`config.mk`:
```
export PLATFORM = sky130hd
export DESIGN_NAME = team_08_gpio_conditioner_flat
export DESIGN_NICKNAME = d
export VERILOG_FILES = /design/src/rtl/team_08_gpio_conditioner_if.sv /design/src/rtl/team_08_gpio_conditioner.sv /design/src/flat_wrapper.sv
export SDC_FILE = /design/constraint.sdc
export NUM_CORES = 1
export LEC_CHECK = 0
export CAP_MARGIN = 20
export CORE_MARGIN = 2
export CORE_UTILIZATION = 35
export CTS_CLUSTER_SIZE = 40
export DETAILED_ROUTE_END_ITERATION = 12
export PLACE_DENSITY = 0.67
export REMOVE_ABC_BUFFERS = 1
export SYNTH_ARGS = -nofsm -noshare
export SYNTH_HDL_FRONTEND = slang
export SYNTH_SLANG_ARGS = --single-unit
```
`constraint.sdc`:
```
create_clock -name clk -period 1.65 [get_ports clk]
set_input_delay 0.165 -clock clk [delete_from_list [all_inputs] [get_ports clk]]
set_output_delay 0.165 -clock clk [all_outputs]
set_load 0.02 [all_outputs]
```
`src/rtl/team_08_gpio_conditioner_if.sv`:
```
// Edge-event handshake port of the GPIO conditioner: one (idx, dir) event per valid/ready transfer.
interface team_08_gpio_conditioner_if #(
    parameter int IDX_W = 3
);
    logic             event_valid;
    logic             event_ready;
    logic [IDX_W-1:0] event_idx;
    logic             event_dir;

    modport master (output event_valid, output event_idx, output event_dir, input event_ready);
    modport slave  (input event_valid, input event_idx, input event_dir, output event_ready);
endinterface

```
`src/rtl/team_08_gpio_conditioner.sv`:
```
// Per-pin synchronizer + debouncer with edge pulses, per-channel pending slots and a
// single registered event slot drained lowest-index-first over a valid/ready port.
module team_08_gpio_conditioner #(
    parameter int WIDTH     = 8,
    parameter int DB_CYCLES = 16,
    parameter int IDX_W     = (WIDTH > 1) ? $clog2(WIDTH) : 1
) (
    input  logic                      clk,
    input  logic                      rst,
    input  logic                      en,
    input  logic [WIDTH-1:0]          raw_in,
    output logic [WIDTH-1:0]          level_out,
    output logic [WIDTH-1:0]          rise_pulse,
    output logic [WIDTH-1:0]          fall_pulse,
    team_08_gpio_conditioner_if.master evt,
    output logic                      overflow,
    input  logic                      clr_ovf
);
    localparam int CNT_W = $clog2(DB_CYCLES + 1);
    localparam logic [CNT_W-1:0] CNT_LAST = CNT_W'(DB_CYCLES - 1);

    logic [WIDTH-1:0] sync1_q, sync1_d, sync2_q, sync2_d;
    logic [WIDTH-1:0] level_q, level_d, rise_q, rise_d, fall_q, fall_d;
    logic [CNT_W-1:0] cnt_q [WIDTH];
    logic [CNT_W-1:0] cnt_d [WIDTH];
    logic [WIDTH-1:0] pend_q, pend_d, pdir_q, pdir_d;
    logic             ev_valid_q, ev_valid_d, ev_dir_q, ev_dir_d;
    logic [IDX_W-1:0] ev_idx_q, ev_idx_d;
    logic             ovf_q, ovf_d;

    logic [WIDTH-1:0] first, take, edge_v, set_v, drop, kept;
    logic             found, load;

    always_comb begin
        sync1_d = raw_in;
        sync2_d = sync1_q;
        level_d = level_q;
        rise_d  = '0;
        fall_d  = '0;
        for (int unsigned i = 0; i < WIDTH; i++) begin
            cnt_d[i] = '0;
            // Disabled or stable channels keep the counter at zero.
            if (en && (sync2_q[i] != level_q[i])) begin
                if (cnt_q[i] == CNT_LAST) begin
                    level_d[i] = sync2_q[i];
                    rise_d[i]  = sync2_q[i];
                    fall_d[i]  = ~sync2_q[i];
                end else begin
                    cnt_d[i] = cnt_q[i] + CNT_W'(1);
                end
            end
        end

        found    = 1'b0;
        first    = '0;
        ev_idx_d = ev_idx_q;
        for (int unsigned i = 0; i < WIDTH; i++) begin
            if (pend_q[i] && !found) begin
                found    = 1'b1;
                first[i] = 1'b1;
            end
        end

        load       = ~ev_valid_q | evt.event_ready;
        take       = load ? first : '0;
        ev_valid_d = load ? found : ev_valid_q;
        ev_dir_d   = (load && found) ? |(first & pdir_q) : ev_dir_q;
        if (load && found) begin
            for (int unsigned i = 0; i < WIDTH; i++) begin
                if (first[i]) ev_idx_d = IDX_W'(i);
            end
        end

        // A slot being unloaded this edge is free to accept a new edge without overflow.
        kept   = pend_q & ~take;
        edge_v = rise_d | fall_d;
        drop   = edge_v & kept;
        set_v  = edge_v & ~kept;
        pend_d = kept | set_v;
        pdir_d = (pdir_q & ~set_v) | (rise_d & set_v);
        ovf_d  = (ovf_q & ~clr_ovf) | (|drop);
    end

    always_ff @(posedge clk) begin
        if (rst) begin
            sync1_q    <= '0;
            sync2_q    <= '0;
            level_q    <= '0;
            rise_q     <= '0;
            fall_q     <= '0;
            pend_q     <= '0;
            pdir_q     <= '0;
            ev_valid_q <= 1'b0;
            ev_idx_q   <= '0;
            ev_dir_q   <= 1'b0;
            ovf_q      <= 1'b0;
            for (int unsigned i = 0; i < WIDTH; i++) cnt_q[i] <= '0;
        end else begin
            sync1_q    <= sync1_d;
            sync2_q    <= sync2_d;
            level_q    <= level_d;
            rise_q     <= rise_d;
            fall_q     <= fall_d;
            pend_q     <= pend_d;
            pdir_q     <= pdir_d;
            ev_valid_q <= ev_valid_d;
            ev_idx_q   <= ev_idx_d;
            ev_dir_q   <= ev_dir_d;
            ovf_q      <= ovf_d;
            for (int unsigned i = 0; i < WIDTH; i++) cnt_q[i] <= cnt_d[i];
        end
    end

    assign level_out       = level_q;
    assign rise_pulse      = rise_q;
    assign fall_pulse      = fall_q;
    assign overflow        = ovf_q;
    assign evt.event_valid = ev_valid_q;
    assign evt.event_idx   = ev_idx_q;
    assign evt.event_dir   = ev_dir_q;
endmodule

```
`src/flat_wrapper.sv`:
```
// flat-port wrapper written by rule: the top's interface ports become plain ports
module team_08_gpio_conditioner_flat 
#(
    parameter int WIDTH     = 8,
    parameter int DB_CYCLES = 16,
    parameter int IDX_W     = (WIDTH > 1) ? $clog2(WIDTH) : 1
)
  (clk, rst, en, raw_in, level_out, rise_pulse, fall_pulse, overflow, clr_ovf, evt_event_valid, evt_event_idx, evt_event_dir, evt_event_ready);
  team_08_gpio_conditioner_if #(.IDX_W(IDX_W)) evt_i ();
  input  logic clk;
  input  logic rst;
  input  logic en;
  input  logic [WIDTH-1:0] raw_in;
  output logic [WIDTH-1:0] level_out;
  output logic [WIDTH-1:0] rise_pulse;
  output logic [WIDTH-1:0] fall_pulse;
  output logic overflow;
  input  logic clr_ovf;
  output wire logic [$bits(evt_i.event_valid)-1:0] evt_event_valid;
  output wire logic [$bits(evt_i.event_idx)-1:0] evt_event_idx;
  output wire logic [$bits(evt_i.event_dir)-1:0] evt_event_dir;
  input wire logic [$bits(evt_i.event_ready)-1:0] evt_event_ready;
  assign evt_event_valid = evt_i.event_valid;
  assign evt_event_idx = evt_i.event_idx;
  assign evt_event_dir = evt_i.event_dir;
  assign evt_i.event_ready = evt_event_ready;
  team_08_gpio_conditioner #(.WIDTH(WIDTH), .DB_CYCLES(DB_CYCLES), .IDX_W(IDX_W)) u_core (.clk(clk), .rst(rst), .en(en), .raw_in(raw_in), .level_out(level_out), .rise_pulse(rise_pulse), .fall_pulse(fall_pulse), .evt(evt_i), .overflow(overflow), .clr_ovf(clr_ovf));
endmodule
```
==> results of run 1 <==
timing repair:
item,CTS,global route
resized for setup,12,43
pin swaps,7,13
hold buffers,0,0
setup buffers,2,12
setup endpoints to repair,10,22
through the flow:
stage,std cells,instance area (µm²),hold slack (ps)
floorplan,374,3730,227
global placement,586,4550,419
detailed placement,586,4550,429
CTS,603,4870,285
global route,615,5120,298
finish,615,5120,307
worst paths after layout:
kind | startpoint | end | slack [ps] | depth (start not counted)
setup / recovery | u_core.pend_q[4] | u_core.evt.event_idx[2] | -160 | 5
hold reg to reg | u_core.cnt_q[1][0] | u_core.cnt_q[1][0] | 420 | 1
hold / removal | rst | u_core.level_out[0] | 310 | 3
setup reg to reg | u_core.pend_q[4] | u_core.evt.event_idx[2] | -160 | 5
area by class of cell:
cell class	instances	area (µm²)
Tap cell	140	175
Multi-Input combinational cell	256	1820
Timing Repair Buffer	86	761
Inverter	16	60.1
Clock inverter	4	120
Clock buffer	11	131
Fill cell	992	5570
Sequential cell	102	2060
worst max-delay path, delay by kind of cell (launching register included):
kind            cells  cell delay [ps]
mux                 1              140
simple gates        3              980
flops               1              330
compound gates      1              220
logic make-up (layout without fill, tap and decap cells):
group	count (synthesis)	count (layout)	synth area share
mux	13	13	0.0343
buf+inv	29	117	0.0313
fa+ha+maj	16	16	0.0528
simple gates	164	164	0.219
xor+xnor	24	24	0.0554
compound gates	39	39	0.0683
flops	102	102	0.538
power breakdown:
part | internal [mW] | switching, mW
clock | 1.15 | 0.801
sequential | 2.48 | 0.0159
combinational | 0.0542 | 0.0561
synth_stat cells, types with 2 or more instances:
master	instances
dfxtp_1	102
nor2_1	65
nor2b_1	21
ha_1	16
inv_1	16
a21oi_1	14
nor3_1	14
mux2i_1	13
nand2_1	13
nand3_1	13
and3_1	12
xnor2_1	12
xor2_1	12
clkbuf_1	9
nand3b_1	7
o21ai_0	6
nor3b_1	5
or3_1	4
a31o_2	3
nand2b_1	3
o31ai_1	3
a2111oi_0	2
buf_2	2
o22ai_1	2
o41ai_1	2
registers in the layout, summed over array words and instances, names as in the netlist, named ones only:
register                flops
u_core.cnt_q               40
u_core.evt.event_dir        1
u_core.evt.event_idx        3
u_core.evt.event_valid      1
u_core.fall_pulse           8
u_core.level_out            8
u_core.overflow             1
u_core.pend_q               8
u_core.rise_pulse           8
u_core.sync1_q              8
u_core.sync2_q              8
routing by layer:
metal  share of wire  track usage  up-vias  wire, µm
met4           0.011       0.0513        0        90
li1                -            -     1464         -
met3           0.038       0.0362       12       302
met1            0.44        0.162     1388      3510
met5               0            0        -         0
met2            0.51        0.232       50      4010
==> flow_metrics.tcl, run 1 <==
set metrics [dict create \
    drt_wl_total_um 7910 \
    critPathLaunchType "flop" \
    dr.pass1.iters 4 \
    finalWeightedCongestion 0.818 \
    peakVddDrop_mv 0.493 \
    dpl.hpwl_um 5250 \
    worst_hold_path_type "input port to flop" \
    dp_slack_ps -249 \
    netlist.area_leader.share 0.538 \
    fin_crit_sh 1.10 \
    cts-root-buf "clkbuf_8" \
    diodes 0 \
    setup_ws_ps -161 \
    die-height_um 108 \
    die_area_mm2 0.0117 \
    postLayoutCoreUtil 0.479 \
    io_buffers 42 \
    fin_crit_ps 1810 \
    slew_violations 0 \
    ys_warn_count 0 \
    synth_top_cell_by_area "dfxtp_1" \
    final_layout_size_suffix_gt1_frac 0.223 \
    fmax_ghz 0.552 \
    ys_ff_latch 102 \
    synthArstFlopShare 0 \
    clk-insertion-delay-late_ps 360 \
    antenna_found_initial 0 \
    fp.coreArea_mm2 0.0107 \
    end_kind "flop" \
    timing.critical_path.fanout_max 5 \
    via_count 2914 \
    die_x_um 108 \
    grt_util_all_layers 0.135 \
    grt_overflow 0 \
    routed_via_density 4.74 \
    synth_edf_count 0 \
    p_leak_nw 1.99 \
    clock-sinks 102 \
    critPathSlowestCell "or4_4" \
    grt_pass1_wl_um 12600 \
    layout_commonest_cell "dfxtp_1" \
    cellPowerDensity_mw_per_mm2 890 \
    clock_path_buffers 2 \
    drc 0 \
    outcome "finished with violations" \
    post_drt_wl_per_cell_um 12.9 \
    postSynthCellCount 387 \
    crit_chain "or4_4 > or3_4 > o21a_4 > mux2i_1 > nor2_1" \
    violations "negative setup slack" \
    slew_headroom 0.607 \
    worstMarginPinSlew_ps 589 \
    avgSynthCellArea_um2 9.80 \
    cts_tree "built" \
    final_cell_mix "90 x dfxtp_1, 65 x nor2_1, 41 x clkdlybuf4s50_1, 40 x buf_4, 19 x nor2b_1" \
    syn_area_mm2 0.00379 \
    cap_violations 0 \
    critPathArrivalTime_ps 2040 \
    hold_viol 0 \
    tns_ps -785 \
    finClkSkew_ps 10.7 \
    drtIter0Drc 150 \
    worstSetupPathType "flop to flop" \
    clk_pin_slew_ps 90 \
    synth-seq-area-share 0.538 \
    rsz0062_at_grt "true" \
    layout.nets 500 \
    totalPowerFinal_mw 4.56 \
    cts-htree-levels 3 \
    yosys_most_used_dff "dfxtp_1" \
    finalSetupViolations 8 \
    cp_data_required_time_ps 1880 \
    cp_slowest_stage_delay_ps 570 \
    synth_top_cells_by_area "dfxtp_1 54%, nor2_1 6.4%, ha_1 5.3%" \
    synth.distinct_cells 41 \
    numCtsBuffers 9 \
    detail-route-antenna-nets 0 \
    grt_pass1_vias 2821 \
    io_pins 43 \
    grt_max_degree 57 \
    start_util 0.355 \
    rows 38 \
    area_growth_pct 35.1 \
]
(Power assumes the default switching activity.)
==> run 2: changes to the inputs <==
- CAP_MARGIN: 20 -> default
==> results of run 2 <==
No change in the layout: final DEF, timing and power equal those of run 1.
==> run 3: changes to the inputs <==
- GPL_TIMING_DRIVEN: default -> 0
- RECOVER_POWER: default -> 50
==> run 3 against run 2 <==
Against the previous run: the run still ends with negative setup slack left; sequential power is essentially flat; critical path depth unchanged; design area down 4.2%; clock-buffer cell count shrank 2; core utilization is 2.0 points lower; power fell by 5.9%; highest routed layer unchanged; via count is 5.0% lower; worst setup slack improved by 20 ps; fmax is 1.1% higher.
==> flow_metrics.tcl, run 3 (same netlist as run 1, synthesis figures left out) <==
set metrics [dict create \
    p_leak_nw 1.87 \
    postLayoutCoreUtil 0.459 \
    peakVddDrop_mv 0.593 \
    dpl.hpwl_um 4930 \
    worst_hold_path_type "input port to flop" \
    fmax_ghz 0.558 \
    drt_wl_total_um 7330 \
    clock-sinks 102 \
    violations "negative setup slack" \
    cts-root-buf "clkbuf_8" \
    antenna_found_initial 0 \
    numCtsBuffers 9 \
    layout_commonest_cell "dfxtp_1" \
    drtIter0Drc 86 \
    setup_ws_ps -141 \
    rsz0062_at_grt "true" \
    cp_slowest_stage_delay_ps 580 \
    io_pins 43 \
    dpl_cell_area_mm2 0.00434 \
    fillers 1045 \
    final_cell_mix "91 x dfxtp_1, 65 x nor2_1, 35 x clkdlybuf4s50_1, 19 x nor2b_1, 17 x buf_4" \
    die_area_mm2 0.0117 \
    power_frac_comb 0.024 \
    grt_max_degree 39 \
    p_int_mw 3.38 \
    fin_crit_ps 1790 \
    finClkSkew_ps 15.9 \
    final_layout_size_suffix_gt1_frac 0.178 \
    slew_violations 0 \
    area_growth_pct 29.5 \
    timing.critical_path.fanout_max 5 \
    rr_startpoint "u_core.pend_q[5]" \
    seqPwrFrac 0.581 \
    critPathSlowestCell "or4_4" \
    dr.pass1.iters 4 \
    placedCellCount 557 \
    critPathArrivalTime_ps 2090 \
    ctsHoldBuffers 0 \
    outcome "finished with violations" \
    clk_pin_slew_ps 90 \
    grt_overflow 0 \
    rrSetupSlack_ps -140 \
    hold_viol 0 \
    p_sw_mw 0.911 \
    layout.nets 474 \
    r2r_cells 5 \
    detail-route-antenna-nets 0 \
    crit_buf_inv 0 \
    grt_pass1_vias 2711 \
    finalWeightedCongestion 0.756 \
    min_delay_path_depth 2 \
    tns_ps -579 \
    cts_tree "built" \
    grt_pass1_wl_um 12300 \
    worstSetupPathType "flop to flop" \
    fp.coreArea_mm2 0.0107 \
    slew_headroom 0.581 \
    top_register "u_core.cnt_q" \
    start_util 0.355 \
    die_x_um 108 \
    routed_via_density 4.69 \
    diodes 0 \
    timing.rr.end "u_core.evt.event_idx[1]" \
    whs_ps 187 \
    fin_crit_sh 1.09 \
    p_sw_frac 0.212 \
    crit_family "simple AND/OR/NAND/NOR gates" \
    min_from "rst" \
    largest_reg_flops 40 \
    fin_cells 590 \
    via_count 2769 \
    cap_violations 0 \
    crit_chain "or4_4 > or3_4 > o21a_4 > nand2b_4 > a21oi_2" \
    rows 38 \
    post_drt_wl_per_cell_um 12.4 \
    drc 0 \
    cp_data_required_time_ps 1950 \
    clk-insertion-delay-late_ps 370 \
    finalSetupViolations 8 \
    clock_path_buffers 2 \
    io_buffers 42 \
    die-height_um 108 \
    clockPowerShare 0.395 \
    cts-htree-levels 3 \
    worstMarginPinSlew_ps 627 \
    critPathLaunchType "flop" \
    finalInstanceArea_mm2 0.00491 \
    cellPowerDensity_mw_per_mm2 874 \
    end_kind "flop" \
    grt_util_all_layers 0.134 \
]
run 3: cell count changes in the layout (fill, tap and decap cells not counted), sizes merged:
cell / before / now
buf: 45 / 19
bufinv: 4 / 2
clkbuf: 11 / 10
clkdlybuf4s50: 41 / 35
clkinv: 0 / 1
clkinvlp: 0 / 3
dlygate4sd3: 0 / 4
dlymetal6s2s: 0 / 1
inv: 16 / 17
run 3: per-layer routing:
metal / GRT usage / wire (µm) / up-vias
met5: 0 / 0 / -
met1: 0.160 / 3330 / 1292
met2: 0.226 / 3520 / 46
met3: 0.0428 / 368 / 13
met4: 0.0440 / 108 / 0
li1: - / - / 1418
run 3: through the flow:
stage / setup slack (ps) / total power [mW]
floorplan: -148 / 2.59
global placement: -1850 / 2.65
detailed placement: -525 / 2.66
CTS: -142 / 4.34
global route: -196 / 4.46
finish: -141 / 4.29
run 3: power groups by stage:
stage	clock network (mW)	registers [mW]	logic [mW]
floorplan	0	2.55	0.0354
global placement	0	2.55	0.0977
detailed placement	0	2.55	0.103
CTS	1.75	2.49	0.106
global route	1.84	2.50	0.117
finish	1.69	2.49	0.105
run 3: worst register-to-register path: stages (launching register included):
cell and delay [ps]:
dfxtp_2 330, or4_4 580, or3_4 360, o21a_4 220
nand2b_4 140, a21oi_2 110
run 3: layout make-up:
class                      count  area [µm²]  area share
clock buffer                   9         124      0.0252
clock inverter                 7        96.3      0.0196
inverter                      16        60.1      0.0122
multi-input combinational    256        1830       0.373
sequential                   102        2060       0.420
tap                          140         175      0.0357
timing repair buffer          60         559       0.114
run 3: timing repair:
item,CTS,global route
endpoints found under the setup margin,35,40
buffers inserted,13,4
pin swaps,2,8
gates cloned,0,0
gates resized for setup,21,34
run 3: worst max path at each step:
stage / slack, ps / depth (start not counted) / start / to
floorplan: -150 / 5 / u_core.pend_q[2] / flop
global placement: -1850 / 5 / rst / u_core.level_out[0]
detailed placement: -520 / 4 / en / u_core.cnt_q[5][3]
CTS: -140 / 5 / u_core.pend_q[3] / u_core.evt.event_idx[1]
global route: -200 / 5 / u_core.pend_q[4] / u_core.evt.event_idx[1]
finish: -140 / 5 / u_core.pend_q[5] / u_core.evt.event_idx[1]
